==> config.mk <==
export PLATFORM = sky130hd
export DESIGN_NAME = holy_axi_read_arbiter
export DESIGN_NICKNAME = d
export VERILOG_FILES = /design/src/rtl/holy_axi_read_arbiter.sv
export SDC_FILE = /design/constraint.sdc
export NUM_CORES = 1
export LEC_CHECK = 0
export ABC_AREA = 1
export CAP_MARGIN = 20
export CORE_ASPECT_RATIO = 0.75
export CORE_MARGIN = 2
export CORE_UTILIZATION = 33
export DETAILED_ROUTE_END_ITERATION = 8
export GPL_ROUTABILITY_DRIVEN = 0
export PLACE_DENSITY_LB_ADDON = 0.2
export SLEW_MARGIN = 30
export SYNTH_ARGS = -nofsm -noshare
export SYNTH_HDL_FRONTEND = slang
export SYNTH_SLANG_ARGS = --single-unit
==> constraint.sdc <==
create_clock -name aclk -period 1.15 [get_ports aclk]
set_input_delay 0.23 -clock aclk [delete_from_list [all_inputs] [get_ports aclk]]
set_output_delay 0.23 -clock aclk [all_outputs]
set_load 0.05 [all_outputs]
==> src/rtl/holy_axi_read_arbiter.sv <==
// Two-requester AXI read-address/read-data arbiter (icache = 0, dcache = 1).
// Only one read is outstanding at a time; round-robin is used when both request together.
module holy_axi_read_arbiter (
  input  logic        aclk,
  input  logic        aresetn,
  input  logic [1:0]  s_arvalid,
  input  logic [63:0] s_araddr,
  input  logic [15:0] s_arlen,
  output logic [1:0]  s_arready,
  output logic [1:0]  s_rvalid,
  input  logic [1:0]  s_rready,
  output logic [31:0] s_rdata,
  output logic [1:0]  s_rresp,
  output logic        s_rlast,
  output logic [3:0]  m_axi_arid,
  output logic [31:0] m_axi_araddr,
  output logic [7:0]  m_axi_arlen,
  output logic [2:0]  m_axi_arsize,
  output logic [1:0]  m_axi_arburst,
  output logic        m_axi_arvalid,
  input  logic        m_axi_arready,
  input  logic [3:0]  m_axi_rid,
  input  logic [31:0] m_axi_rdata,
  input  logic [1:0]  m_axi_rresp,
  input  logic        m_axi_rlast,
  input  logic        m_axi_rvalid,
  output logic        m_axi_rready
);

  typedef enum logic [1:0] {IDLE, ADDR, DATA} state_t;

  state_t      state;
  logic        grant;
  logic        last_grant;
  logic        next_grant;
  logic [1:0]  grant_mask;
  logic [31:0] addr_q;
  logic [7:0]  len_q;
  logic        unused_rid;

  // On a tie the requester that did not win last time goes next.
  assign next_grant = (&s_arvalid) ? ~last_grant : s_arvalid[1];
  assign grant_mask = grant ? 2'b10 : 2'b01;

  always_ff @(posedge aclk or negedge aresetn) begin
    if (!aresetn) begin
      state      <= IDLE;
      grant      <= 1'b0;
      last_grant <= 1'b0;
      addr_q     <= 32'h0;
      len_q      <= 8'h0;
    end else begin
      case (state)
        IDLE: begin
          if (|s_arvalid) begin
            grant  <= next_grant;
            addr_q <= next_grant ? s_araddr[63:32] : s_araddr[31:0];
            len_q  <= next_grant ? s_arlen[15:8] : s_arlen[7:0];
            state  <= ADDR;
          end
        end
        ADDR: begin
          if (m_axi_arready) state <= DATA;
        end
        DATA: begin
          if (m_axi_rvalid && s_rready[grant] && m_axi_rlast) begin
            last_grant <= grant;
            state      <= IDLE;
          end
        end
        default: state <= IDLE;
      endcase
    end
  end

  assign m_axi_arvalid = (state == ADDR);
  assign m_axi_arid    = {3'b000, grant};
  assign m_axi_araddr  = addr_q;
  assign m_axi_arlen   = len_q;
  assign m_axi_arsize  = 3'b010;
  assign m_axi_arburst = 2'b01;

  // Handshakes are steered only to the granted requester, and only in their own phase.
  assign s_arready    = (state == ADDR && m_axi_arready) ? grant_mask : 2'b00;
  assign s_rvalid     = (state == DATA && m_axi_rvalid) ? grant_mask : 2'b00;
  assign m_axi_rready = (state == DATA) && s_rready[grant];

  assign s_rdata = m_axi_rdata;
  assign s_rresp = m_axi_rresp;
  assign s_rlast = m_axi_rlast;

  // Routing never depends on the returned ID since only one read is in flight.
  assign unused_rid = ^m_axi_rid;

endmodule
==> results.yml <==
sta:
  finalCritPeriodShare: 1.32
  drv_slew: 0
  rsz0062_at_grt: "true"
  hold_viol_final: 0
  timing.fmax_mhz: 656
  whs_ns: 0.412
  finalSetupViolations: 49
  clock_skew_ns: 0.0112
  setup_slack_ns: -0.373
  period_needed_ns: 1.52
global_routing:
  grt_pass1_wl_um: 11800
  grt_pass1_vias: 2455
  antenna_found_initial: 0
  grt_max_degree: 44
  gr-total-overflow: 0
  track_usage: 0.173
cells_and_area:
  fin_util: 0.593
  fin_nets: 620
  drive_gt1_frac: 0.204
  diodes: 0
  fin_area_um2: 4650
  area_growth_pct: 76.0
pwr:
  seq_power_share: 0.239
  power.leakage_nw: 2.36
  p_sw_frac: 0.463
  power.switching_mw: 5.93
  p_comb_frac: 0.683
  ir_drop_mv: 1.63
  p_int_mw: 6.88
  finalPower_mw: 12.8
  power_frac_clock: 0.078
  p_per_area_nw_per_um2: 2750
clock_network:
  clk_latency_ns: 0.29
  clock_tree.root_cell: "clkbuf_8"
  clock_sinks: 44
  numCtsBuffers: 5
  clockBufferDepth: 2
  path_clk_slew_ns: 0.09
  h-tree-depth: 2
  cts_tree: "yes"
placed_design:
  place_area_um2: 4460
  port_buffers: 136
  place_ws_ns: -0.355
  hpwlAfterDp_um: 5740
setup_path:
  path_depth: 5
  cp_data_required_time_ns: 0.92
  critPathCaptureType: "primary output"
  critical_path.top_delay_family: "flip-flops"
  worstSetupPathType: "reg -> out"
  crit_path_max_incr_delay_ns: 0.41
  worstPathArrival_ns: 1.29
  worstPathCellList: "buf_6 -> nor2_4 -> nand2_4 -> nor2_4 -> buf_12"
  r2r_cells: 6
  crit_fanout: 3
  worst_path_max_delay_cell: "dfrtp_1"
  path_common_cell: "nor2_4"
  startpoint_type: "flip-flop"
  crit_buf_inv: 2
route:
  avgViaCountPerCell: 4.39
  drc: 0
  postRouteAntennaNets: 0
  drt-wirelength-per-cell_um: 13.1
  drtPass1Iterations: 4
  dr.first_iter.drc_count: 112
  routed_wl_um: 7850
  via_count: 2629
run_status:
  status: "finished with violations"
  violations: "negative setup slack"
die:
  fp.dieH_um: 81.5
  num_rows: 28
  start_util: 0.337
  die_w_um: 107
  ios: 217
  dieArea_um2: 8750
  core-area_um2: 7850
synthesis:
  synth_area_per_cell_um2: 6.90
  synth_area_leaders: "dfrtp_1 42%, nand2_1 30%, buf_4 14%"
  syn_area_um2: 2640
  yosys_warnings: 0
  yosysTopAreaCellShare: 0.416
  synth_cell_types: 15
  ys_seq_elements: 44
  synth_top_cell_by_area: "dfrtp_1"
  synth_cells: 383
  seq_area_frac_synth: 0.416
job:
  drv_cap: 0
worst_hold_path:
  hold_depth: 5
  hp-class: "in -> reg"
[cells by family (layout without fill, tap and decap cells)]
kind of cell,Yosys count,in the layout,share of synthesized area
and+or+nand+nor,264,264,0.396
DFF,44,44,0.416
AOI/OAI and AO/OA,3,3,0.0109
other,2,8,0.00284
buffers and inverters,70,175,0.174
[sequential cells by signal, indices dropped and copies added (netlist names)]
| name | flops |
|---|---|
| m_axi_arlen | 8 |
| grant | 1 |
| last_grant | 1 |
| state | 2 |
| m_axi_araddr | 32 |
[Yosys cell counts]
| library cell | instances |
|---|---|
| nor2_1 | 7 |
| conb_1 | 2 |
| nand4_1 | 1 |
| o21ai_4 | 1 |
| clkbuf_1 | 6 |
| buf_4 | 49 |
| nand2_1 | 214 |
| o31ai_1 | 1 |
| inv_1 | 4 |
| dfrtp_1 | 44 |
| nand3_1 | 41 |
| inv_2 | 1 |
| buf_2 | 10 |
| o21ai_0 | 1 |
| and2_1 | 1 |
[cell usage in the layout (no fill, tap or decap), types with 2 or more instances in the layout]
cell type / n
buf_12: 53
buf_2: 2
buf_4: 14
buf_6: 5
clkbuf_8: 6
clkdlybuf4s50_1: 84
clkinv_2: 2
conb_1: 8
dfrtp_1: 43
dlymetal6s2s_1: 2
inv_1: 2
inv_2: 2
nand2_1: 209
nand2_2: 4
nand3_1: 40
nor2_4: 5
[through the flow]
| stage | std cells | setup TNS (ns) |
|---|---|---|
| global placement | 585 | -12.70 |
| global route | 599 | -8.39 |
| CTS | 596 | -3.95 |
| floorplan | 389 | -0.806 |
| finish | 599 | -4.56 |
| detailed placement | 585 | -14.46 |
[per-layer routing]
metal	global-route usage	vias up	routed length (µm)
li1	-	1342	-
met5	0	-	0
met1	0.213	1173	3380
met2	0.289	107	3670
met4	0.0372	0	43
met3	0.0698	7	752
[worst register-to-register path: stages (launching register included)]
cell     delay, ns
dfrtp_1       0.41
nor2_1        0.22
o21ai_4       0.13
inv_2         0.12
buf_12        0.17
nand2_1       0.08
nand2_1       0.05
[power by group through the flow]
stage          combinational [mW]  clock [mW]  sequential [mW]
6_report                     8.75       0.995             3.06
5_1_grt                      9.24        1.12             3.16
4_1_cts                      8.66        1.04             3.07
3_5_place_dp                 8.55           0             3.09
3_3_place_gp                 8.45           0             3.07
2_1_floorplan                2.39           0             4.99
[layout make-up]
| class | instances | area (µm²) |
|---|---|---|
| tap | 105 | 131 |
| fill | 705 | 3200 |
| timing repair buffer | 162 | 2130 |
| sequential | 44 | 1100 |
| inverter | 5 | 21.3 |
| multi-input combinational | 275 | 1170 |
| clock buffer | 6 | 82.6 |
| clock inverter | 2 | 10.0 |
[final timing paths]
kind	from	to	slack [ns]
setup / recovery	state[1]	s_arready[0]	-0.37
setup reg to reg	state[1]	m_axi_araddr[2]	-0.08
min in group asynchronous	aresetn	m_axi_arlen[1]	0.49
hold reg to reg	last_grant	last_grant	0.52
max in group asynchronous	aresetn	grant	0.40
hold / removal	m_axi_rlast	last_grant	0.41
[what timing repair did]
action | CTS | global route
gates cloned | 0 | 1
hold buffers | 1 | 0
pin swaps | 3 | 0
endpoints found under the setup margin | 48 | 59
hold endpoints to repair | 44 | 0
buffers inserted | 2 | 2
resized for setup | 7 | 5
(Power assumes the default switching activity.)
